===== src/rtl/sc_cpu_pkg.sv =====
// Shared definitions for the single-cycle MIPS core: pcsource encodings,
// IFU state encodings and the default reset PC.
package sc_cpu_pkg;

  typedef enum logic [1:0] {
    PCS_SEQ = 2'b00,
    PCS_BR  = 2'b01,
    PCS_JR  = 2'b10,
    PCS_J   = 2'b11
  } pcsource_e;

  typedef enum logic [1:0] {
    IFU_IDLE,
    IFU_REQ,
    IFU_VALID,
    IFU_ERR
  } ifu_state_e;

  localparam logic [31:0] DEFAULT_RESET_PC = 32'h0000_0000;

endpackage


===== src/rtl/sc_npc_mux.sv =====
// Next-PC selection (sequential, branch, jr, j/jal). Purely combinational,
// shared with the datapath for jal link checks.
module sc_npc_mux
  import sc_cpu_pkg::*;
(
  input  logic [31:0] pc4,
  input  logic [31:0] inst,
  input  logic [31:0] ra,
  input  logic [1:0]  pcsource,
  output logic [31:0] next_pc
);

  logic [31:0] br_off;
  logic        unused_op;

  assign br_off    = {{14{inst[15]}}, inst[15:0], 2'b00};
  assign unused_op = &inst[31:26];

  always_comb begin
    next_pc = pc4;
    case (pcsource)
      PCS_SEQ: next_pc = pc4;
      PCS_BR:  next_pc = pc4 + br_off;
      PCS_JR:  next_pc = ra;
      PCS_J:   next_pc = {pc4[31:28], inst[25:0], 2'b00};
      default: next_pc = pc4;
    endcase
  end

endmodule


===== src/rtl/sc_ifu.sv =====
// Instruction fetch unit: holds the PC, fetches over a req/ack bus with an
// optional timeout, and computes the next PC at commit. Macro IFU_ALIGN_CHECK_EN.
module sc_ifu
  import sc_cpu_pkg::*;
#(
  parameter logic [31:0] RESET_PC    = DEFAULT_RESET_PC,
  parameter int unsigned TIMEOUT_CYC = 16
) (
  input  logic        clock,
  input  logic        resetn,
  input  logic [1:0]  pcsource,
  input  logic [31:0] ra,
  input  logic        commit,
  output logic        imem_req,
  output logic [31:0] imem_addr,
  input  logic [31:0] imem_rdata,
  input  logic        imem_ack,
  output logic [31:0] inst,
  output logic [5:0]  op,
  output logic [5:0]  func,
  output logic [31:0] pc,
  output logic [31:0] pc4,
  output logic        inst_valid,
  output logic        bus_err
);

  // Counter only needs to reach TIMEOUT_CYC-1; the expiring cycle is decoded.
  localparam int unsigned    CW      = (TIMEOUT_CYC < 2) ? 1 : $clog2(TIMEOUT_CYC);
  localparam bit             TO_EN   = (TIMEOUT_CYC != 0);
  localparam logic [CW-1:0]  TO_LAST = CW'((TIMEOUT_CYC == 0) ? 0 : TIMEOUT_CYC - 1);

  ifu_state_e    state_q, state_d;
  logic [CW-1:0] cnt_q;
  logic [31:0]   pc_q, inst_q;
  logic [31:0]   next_pc, pc_load;
  logic          npc_ok;

  sc_npc_mux u_npc_mux (
    .pc4      (pc4),
    .inst     (inst_q),
    .ra       (ra),
    .pcsource (pcsource),
    .next_pc  (next_pc)
  );

`ifdef IFU_ALIGN_CHECK_EN
  assign npc_ok  = (next_pc[1:0] == 2'b00);
  assign pc_load = next_pc;
`else
  assign npc_ok  = 1'b1;
  assign pc_load = next_pc & 32'hFFFF_FFFC;
`endif

  always_ff @(posedge clock or negedge resetn) begin
    if (!resetn) state_q <= IFU_IDLE;
    else         state_q <= state_d;
  end

  always_comb begin
    state_d = state_q;
    case (state_q)
      IFU_IDLE:  state_d = IFU_REQ;
      IFU_REQ: begin
        // ack in the expiring cycle takes priority over the timeout
        if (imem_ack)                         state_d = IFU_VALID;
        else if (TO_EN && (cnt_q == TO_LAST)) state_d = IFU_ERR;
      end
      IFU_VALID: if (commit) state_d = npc_ok ? IFU_REQ : IFU_ERR;
      IFU_ERR:   state_d = IFU_ERR;
      default:   state_d = IFU_IDLE;
    endcase
  end

  always_ff @(posedge clock or negedge resetn) begin
    if (!resetn) begin
      pc_q   <= RESET_PC;
      inst_q <= '0;
      cnt_q  <= '0;
    end else begin
      if (state_q == IFU_REQ) begin
        if (imem_ack) inst_q <= imem_rdata;
        else          cnt_q  <= cnt_q + CW'(1);
      end
      if ((state_q == IFU_VALID) && commit && npc_ok) begin
        pc_q  <= pc_load;
        cnt_q <= '0;
      end
    end
  end

  assign imem_req   = (state_q == IFU_REQ);
  assign imem_addr  = pc_q;
  assign inst       = inst_q;
  assign op         = inst_q[31:26];
  assign func       = inst_q[5:0];
  assign pc         = pc_q;
  assign pc4        = pc_q + 32'd4;
  assign inst_valid = (state_q == IFU_VALID);
  assign bus_err    = (state_q == IFU_ERR);

endmodule


===== config.mk =====
export PLATFORM = sky130hd
export DESIGN_NAME = sc_ifu
export DESIGN_NICKNAME = d
export VERILOG_FILES = /design/src/rtl/sc_cpu_pkg.sv /design/src/rtl/sc_npc_mux.sv /design/src/rtl/sc_ifu.sv
export SDC_FILE = /design/constraint.sdc
export NUM_CORES = 1
export LEC_CHECK = 0
export ABC_AREA = 1
export ABC_CLOCK_PERIOD_IN_PS = 2400
export BUFFER_PORTS_ARGS = -buffer_cell sky130_fd_sc_hd__buf_2
export CAP_MARGIN = 20
export CELL_PAD_IN_SITES_DETAIL_PLACEMENT = 1
export CELL_PAD_IN_SITES_GLOBAL_PLACEMENT = 2
export CORE_AREA = 2 2 167 169
export DETAILED_ROUTE_END_ITERATION = 10
export DIE_AREA = 0 0 169 171
export MAX_ROUTING_LAYER = met4
export PLACE_DENSITY_LB_ADDON = 0.25
export SLEW_MARGIN = 20
export SYNTH_ARGS = -nofsm -noshare
export SYNTH_HDL_FRONTEND = slang
export SYNTH_SLANG_ARGS = --single-unit

===== constraint.sdc =====
create_clock -name clock -period 2.4 [get_ports clock]
set_input_delay 0 -clock clock [delete_from_list [all_inputs] [get_ports clock]]
set_output_delay 0 -clock clock [all_outputs]
set_load 0.1 [all_outputs]

==> results.yml, run 1 <==
status:
  outcome: "finished with violations"
  violations: "setup timing"
sta:
  setup_viol: 27
  finalWorstSetupSlack_ns: -0.6137
  rsz0062_at_grt: "true"
  tightest_slew_ns: 0.8861
  finalHoldViolations: 0
  fin_hold_ws_ns: 0.01599
  fin_crit_sh_pct: 125.6
  fin_crit_ns: 3.014
  slew_headroom_pct: 40.93
  skew_ns: 0.01526
  fmax_mhz: 331.8
  slew_violations: 0
worst_hold_path:
  worstHoldPathCells: 5
  hold_path.startpoint: "ra[22]"
  hold_class: "in2reg"
  hold_end: "imem_addr[22]$_DFFE_PN0P_"
floorplan:
  start_util_pct: 24.32
  coreArea_sq_um: 27320
  num_rows: 61
  dieWidth_microns: 169
  io_pins: 213
  die_area_sq_um: 28900
  fp.dieH_microns: 171
setup_path:
  r2r_slack_ns: -0.61
  regToRegStartpoint: "imem_addr[2]$_DFFE_PN0P_"
  critical_path_peak_fanout: 4
  path_cells: "ha_4 -> nand2_4 -> nor2_4 -> nand2_4 -> nor2_8 -> inv_4 -> nor2_4 -> xor2_4 -> ha_4 -> nand2_2 -> nand2_2 -> o21bai_4 -> nand2_2 -> nand2_2 -> a21oi_2 -> buf_4 -> nand2_2 -> nand2_2 -> nand3_2 -> nand2_2 -> nand2_2 -> nand2_1"
  crit_top_cell: "nand2_2"
  crit_family: "simple AND/OR/NAND/NOR gates"
  cp-end-kind: "register"
  path_depth: 22
  slowest_stage: "dfrtp_4"
  crit_buf_inv: 2
  critical_path_class: "reg2reg"
  cp-start-kind: "register"
  r2r_cells: 22
  required_ns: 2.70
  slowest_delay_ns: 0.46
  rr_endpoint: "imem_addr[29]$_DFFE_PN0P_"
  cp.arrival_ns: 3.31
detailed_routing:
  ant_nets: 0
  firstDrtPassIters: 4
  drc_errors: 0
  wl_per_cell_microns: 19.53
  vias: 8492
  viasPerCell: 4.671
  drt-total-wl_mm: 35.51
  drtIter0Drc: 325
clock_tree:
  cts_tree: "done"
  path_clk_slew_ns: 0.07
  ctsRootBufferMaster: "clkbuf_16"
  h-tree-depth: 3
  clk_latency_ns: 0.36
  cts_buffer_depth: 2
  numCtsBuffers: 9
  cts_sinks: 68
grt:
  antenna_found_initial: 0
  grt_remaining_overflow: 0
  grt_pass1_vias: 8936
  grt_usage_pct: 24.83
  grt_max_degree: 58
  grt_pass1_wl_mm: 52.15
final_layout:
  fin_cells: 1818
  post-route-util_pct: 45.97
  synthToLayoutAreaGrowth_pct: 89.04
  fin_area_sq_um: 12560
  drive_above_1_share_pct: 59.92
  layout_common_cells: "buf_4 (249), nand2_1 (207), buf_2 (184)"
  antennaDiodeCount: 0
  final_common_cell: "buf_4"
  finalNetCount: 1575
placement:
  dp_hpwl_mm: 27.76
  dpl_cell_area_sq_um: 9907
  place_congestion: 0.8940
  placed_cells_incl_taps: 1724
  portBuffers: 204
yosys:
  netlist_area_sq_um: 6645
  yosysUniqueCellTypes: 46
  netlist_instances: 1009
  yosysWarningCount: 0
  ys_seq_elements: 68
  syn_area_per_cell_sq_um: 6.586
  synth_seq_area_share_pct: 25.61
flow_run:
  drv_cap: 0
-- worst max-delay path by stage --
stage | endpoint | start | slack [ns]
global route | imem_addr[23]$_DFFE_PN0P_ | imem_addr[2]$_DFFE_PN0P_ | -0.79
detailed placement | imem_addr[30]$_DFFE_PN0P_ | imem_addr[2]$_DFFE_PN0P_ | -0.99
global placement | imem_addr[30]$_DFFE_PN0P_ | imem_addr[2]$_DFFE_PN0P_ | -0.96
finish | imem_addr[29]$_DFFE_PN0P_ | imem_addr[2]$_DFFE_PN0P_ | -0.61
CTS | imem_addr[23]$_DFFE_PN0P_ | imem_addr[2]$_DFFE_PN0P_ | -0.67
floorplan | imem_addr[30]$_DFFE_PN0P_ | imem_addr[2]$_DFFE_PN0P_ | -1.51
-- metrics by stage --
stage	setup TNS (ns)	worst slack (ns)
6_report	-12.74	-0.6137
5_1_grt	-17.09	-0.7872
4_1_cts	-13.37	-0.6699
3_5_place_dp	-19.06	-0.9888
3_3_place_gp	-17.19	-0.9623
2_1_floorplan	-34.27	-1.515
-- repair_timing --
item | in CTS | in global routing
pin swaps | 70 | 115
resized for setup | 220 | 193
hold endpoints to repair | 93 | 0
buffers inserted | 25 | 23
hold buffers | 35 | 0
setup endpoints to repair | 32 | 38
-- registers in the layout (all words and copies together) (netlist names) --
name,flops
cnt_q,4
inst,32
state_q,2
imem_addr,30
-- tightest hold or removal path: cells and delay by family --
family / cells / cell delay (ns)
AOI/OAI and AO/OA: 1 / 0.08
and+or+nand+nor: 3 / 0.18
buffers and inverters: 1 / 0.08
-- layout make-up --
cell class | count | area [sq um]
Tap cell | 346 | 432.9
Sequential cell | 68 | 1733
Inverter | 135 | 541.8
Clock inverter | 7 | 80.08
Clock buffer | 9 | 225.2
Timing Repair Buffer | 510 | 3716
Multi-Input combinational cell | 743 | 5833
Fill cell | 3346 | 14760
-- routing by layer --
metal | wire length (microns) | GRT usage [%] | up-vias
met3 | 1601 | 3.377 | 42
met4 | 1007 | 7.841 | 0
met1 | 14970 | 29.43 | 4108
met2 | 17930 | 43.73 | 229
met5 | 0 | - | -
li1 | - | - | 4113
-- cells by family (layout without fill, tap and decap cells) --
logic type      after synthesis  after routing  synth area share, %
compound gates              144            144                12.33
xor+xnor                     19             19                2.617
fa+ha+maj                    38             38                7.268
buf+inv                     203            661                14.40
flops                        68             68                25.61
mux                          30             30                5.084
other cells                   1              6              0.05643
simple gates                506            506                32.63
-- cells in the mapped netlist (all sizes together) --
cell     count  area (sq um)
o22ai        3         18.77
a221oi      10         87.58
o21ai       57         289.0
ha          37         462.9
nor3        12         86.34
nand4       17         118.9
clkbuf      10         37.54
clkinv       1         3.750
conb         1         3.750
mux2        30         337.8
inv        134         505.5
nand3b       5         37.54
or2          4         25.03
a21o         1         7.510
a31oi        2         12.51
dfrtp       68          1702
o2111ai      3         26.28
buf         58         410.4
a21boi       4         30.03
nor2       108         454.2
and2         3         18.77
xor2        16         147.7
o21bai       5         37.54
a211oi       3         22.52
a21oi       53         265.3
nor3b        1         12.51
nand2      307          1170
o211ai       3         22.52
fa           1         20.02
xnor2        3         26.28
nand3       49         245.2
Power of run 1 is not shown: default switching activity piles up to over one toggle a cycle in this logic, so the estimate is an artifact.
==> run 2, diff against run 1 <==
--- a/config.mk
+++ b/config.mk
@@ -5,17 +5,17 @@
 export SDC_FILE = /design/constraint.sdc
 export NUM_CORES = 1
 export LEC_CHECK = 0
-export ABC_AREA = 1
 export ABC_CLOCK_PERIOD_IN_PS = 2400
 export BUFFER_PORTS_ARGS = -buffer_cell sky130_fd_sc_hd__buf_2
-export CAP_MARGIN = 20
+export CAP_MARGIN = 25
 export CELL_PAD_IN_SITES_DETAIL_PLACEMENT = 1
 export CELL_PAD_IN_SITES_GLOBAL_PLACEMENT = 2
-export CORE_AREA = 2 2 167 169
+export CORE_AREA = 2 2 152 154
 export DETAILED_ROUTE_END_ITERATION = 10
-export DIE_AREA = 0 0 169 171
+export DIE_AREA = 0 0 154 156
 export MAX_ROUTING_LAYER = met4
 export PLACE_DENSITY_LB_ADDON = 0.25
+export SKIP_CTS_REPAIR_TIMING = 1
 export SLEW_MARGIN = 20
 export SYNTH_ARGS = -nofsm -noshare
 export SYNTH_HDL_FRONTEND = slang
==> results.yml, run 2 <==
detailed_routing:
  viasPerCell: 4.971
  drt-total-wl_mm: 27.06
  vias: 6745
  met1Wirelength_mm: 11.86
  wl_per_cell_microns: 19.94
  wl_met3_microns: 972
  ant_nets: 0
  dr_wl_met2_mm: 13.71
  firstDrtPassIters: 4
  drtIter0Drc: 223
  maxUsedRoutingLayer: "met4"
  drc_errors: 0
floorplan:
  coreArea_sq_um: 22370
  dieWidth_microns: 154
  fp.dieH_microns: 156
  die_area_sq_um: 24020
  start_util_pct: 26.63
  io_pins: 213
  num_rows: 55
clock_tree:
  ctsRootBufferMaster: "clkbuf_16"
  numCtsBuffers: 9
  clk_latency_ns: 0.35
  cts_sinks: 68
  cts_tree: "done"
  path_clk_slew_ns: 0.07
  h-tree-depth: 3
  cts_buffer_depth: 2
grt:
  grt_max_degree: 69
  grt_pass1_wl_mm: 40.01
  grt_remaining_overflow: 0
  antenna_found_initial: 0
  grt_pass1_vias: 7195
  grt_usage_pct: 22.11
sta:
  fmax_mhz: 277.9
  finalHoldViolations: 1
  slew_headroom_pct: 65.85
  skew_ns: 0.01106
  slew_violations: 0
  fin_hold_ws_ns: -0.003704
  fin_crit_ns: 3.598
  setup_viol: 30
  fin_crit_sh_pct: 149.9
  tightest_slew_ns: 0.5122
  rsz0062_at_grt: "true"
  finalWorstSetupSlack_ns: -1.198
setup_path:
  crit_family: "simple AND/OR/NAND/NOR gates"
  cp-end-kind: "register"
  r2r_cells: 13
  required_ns: 2.64
  crit_top_cell: "nand2_2"
  regToRegStartpoint: "imem_addr[4]$_DFFE_PN0P_"
  slowest_stage: "mux4_2"
  critical_path_peak_fanout: 5
  path_cells: "and3_1 -> nand3_2 -> nor2_1 -> xor2_4 -> ha_1 -> a21o_1 -> a31oi_4 -> nand2_2 -> o21ai_4 -> nand2_2 -> xor2_1 -> mux4_2 -> mux2_2"
  slowest_delay_ns: 0.48
  cp.arrival_ns: 3.83
  crit_buf_inv: 0
  rr_endpoint: "imem_addr[18]$_DFFE_PN0P_"
  critical_path_class: "reg2reg"
  r2r_slack_ns: -1.20
  cp-start-kind: "register"
placement:
  dp_hpwl_mm: 21.02
  placed_cells_incl_taps: 1290
  place_congestion: 0.9188
  portBuffers: 204
final_layout:
  final_common_cell: "buf_4"
  antennaDiodeCount: 0
  final-seq-area_sq_um: 1788
  finalNetCount: 1175
  synthToLayoutAreaGrowth_pct: 81.30
  fin_cells: 1357
  largest_reg_flops: 32
  drive_above_1_share_pct: 61.57
  multi_input_area_sq_um: 4892
  layout_common_cells: "buf_4 (216), buf_2 (186), nand2_1 (53)"
  filler_cell_count: 2517
yosys:
  yosysWarningCount: 0
  netlist_area_sq_um: 5956
  netlist_top_cells_count: "dfrtp_1 (68), nand2_1 (59), buf_4 (49), nor2_1 (49), a21oi_1 (44)"
  syn_area_per_cell_sq_um: 9.107
  netlist_instances: 654
  ys_seq_elements: 68
  synthFlopType: "dfrtp_1"
  synth_top_area_share_pct: 28.57
  yosysUniqueCellTypes: 75
  yosysTopAreaCell: "dfrtp_1"
  yosys-top-cells-area: "dfrtp_1 (29%), ha_1 (7.8%), mux2_2 (7.2%)"
  synth_edf_count: 0
  ys_async_sr_fraction_pct: 100.0
  synth_seq_area_share_pct: 28.57
  synth.most_common_cell: "dfrtp_1"
worst_hold_path:
  worstHoldPathCells: 3
  hold_path.startpoint: "ra[31]"
  hold_end: "imem_addr[31]$_DFFE_PN0P_"
  hold_class: "in2reg"
flow_run:
  drv_cap: 0
status:
  outcome: "finished with violations"
  violations: "hold timing, setup timing"
run 2: cell count changes in the layout (fill, tap and decap cells not counted), sizes merged, moves of 8 or more:
cell / previous run / this run
nand2: 307 / 60
inv: 132 / 13
nor2: 108 / 50
buf: 472 / 433
nand3: 49 / 15
o21ai: 57 / 28
xnor2: 3 / 30
mux2i: 0 / 18
a21o: 1 / 17
mux4: 0 / 11
a221oi: 10 / 1
a31oi: 2 / 11
mux2: 30 / 38
run 2: worst max path at each step:
stage	slack [ns]	endpoint	cells past startpoint	start
floorplan	-2.00	imem_addr[31]$_DFFE_PN0P_	14	imem_addr[9]$_DFFE_PN0P_
global placement	-1.33	imem_addr[31]$_DFFE_PN0P_	14	imem_addr[2]$_DFFE_PN0P_
detailed placement	-1.41	imem_addr[31]$_DFFE_PN0P_	15	imem_addr[6]$_DFFE_PN0P_
CTS	-1.43	imem_addr[31]$_DFFE_PN0P_	14	imem_addr[2]$_DFFE_PN0P_
global route	-1.34	imem_addr[18]$_DFFE_PN0P_	13	imem_addr[2]$_DFFE_PN0P_
finish	-1.20	imem_addr[18]$_DFFE_PN0P_	13	imem_addr[4]$_DFFE_PN0P_
run 2: layout make-up:
cell class	instances	area share (%)
Clock buffer	9	2.086
Clock inverter	7	0.4867
Inverter	15	0.6025
Multi-Input combinational cell	505	45.31
Sequential cell	68	16.56
Tap cell	285	3.302
Timing Repair Buffer	468	31.66
run 2: worst reg2reg max path: stages (launching register included):
cell and delay, ns:
dfrtp_4 0.45, and3_1 0.24, nand3_2 0.18, nor2_1 0.32, xor2_4 0.22, ha_1 0.29
a21o_1 0.25, a31oi_4 0.21, nand2_2 0.09, o21ai_4 0.25, nand2_2 0.09, xor2_1 0.14
mux4_2 0.48, mux2_2 0.28
run 2: metrics by stage:
step                      setup WS, ns  util [%]  area [sq um]  setup TNS, ns
after global routing            -1.338     48.28         10800         -27.41
after global placement          -1.327     42.31          9463         -24.24
after CTS                       -1.429     43.55          9741         -28.47
final                           -1.198     48.28         10800         -23.15
after detailed placement        -1.407     42.31          9463         -26.41
after floorplan                 -2.001         -          6700         -40.04
run 2: metal layers:
layer	global-route usage (%)	vias up
li1	-	3157
met1	27.29	3374
met2	38.82	175
met3	2.917	39
met4	4.673	0
met5	-	-
run 2: kinds of logic after synthesis:
logic type	Yosys count	synth area share (%)
and+or+nand+nor	188	15.61
AOI/OAI and AO/OA	158	17.63
buffers and inverters	86	8.592
DFF	68	28.57
muxes	67	14.37
xor gates and xnor gates	48	7.059
adders and majority gates	38	8.109
other	1	0.06296
Power of run 2 is left out for the same reason.
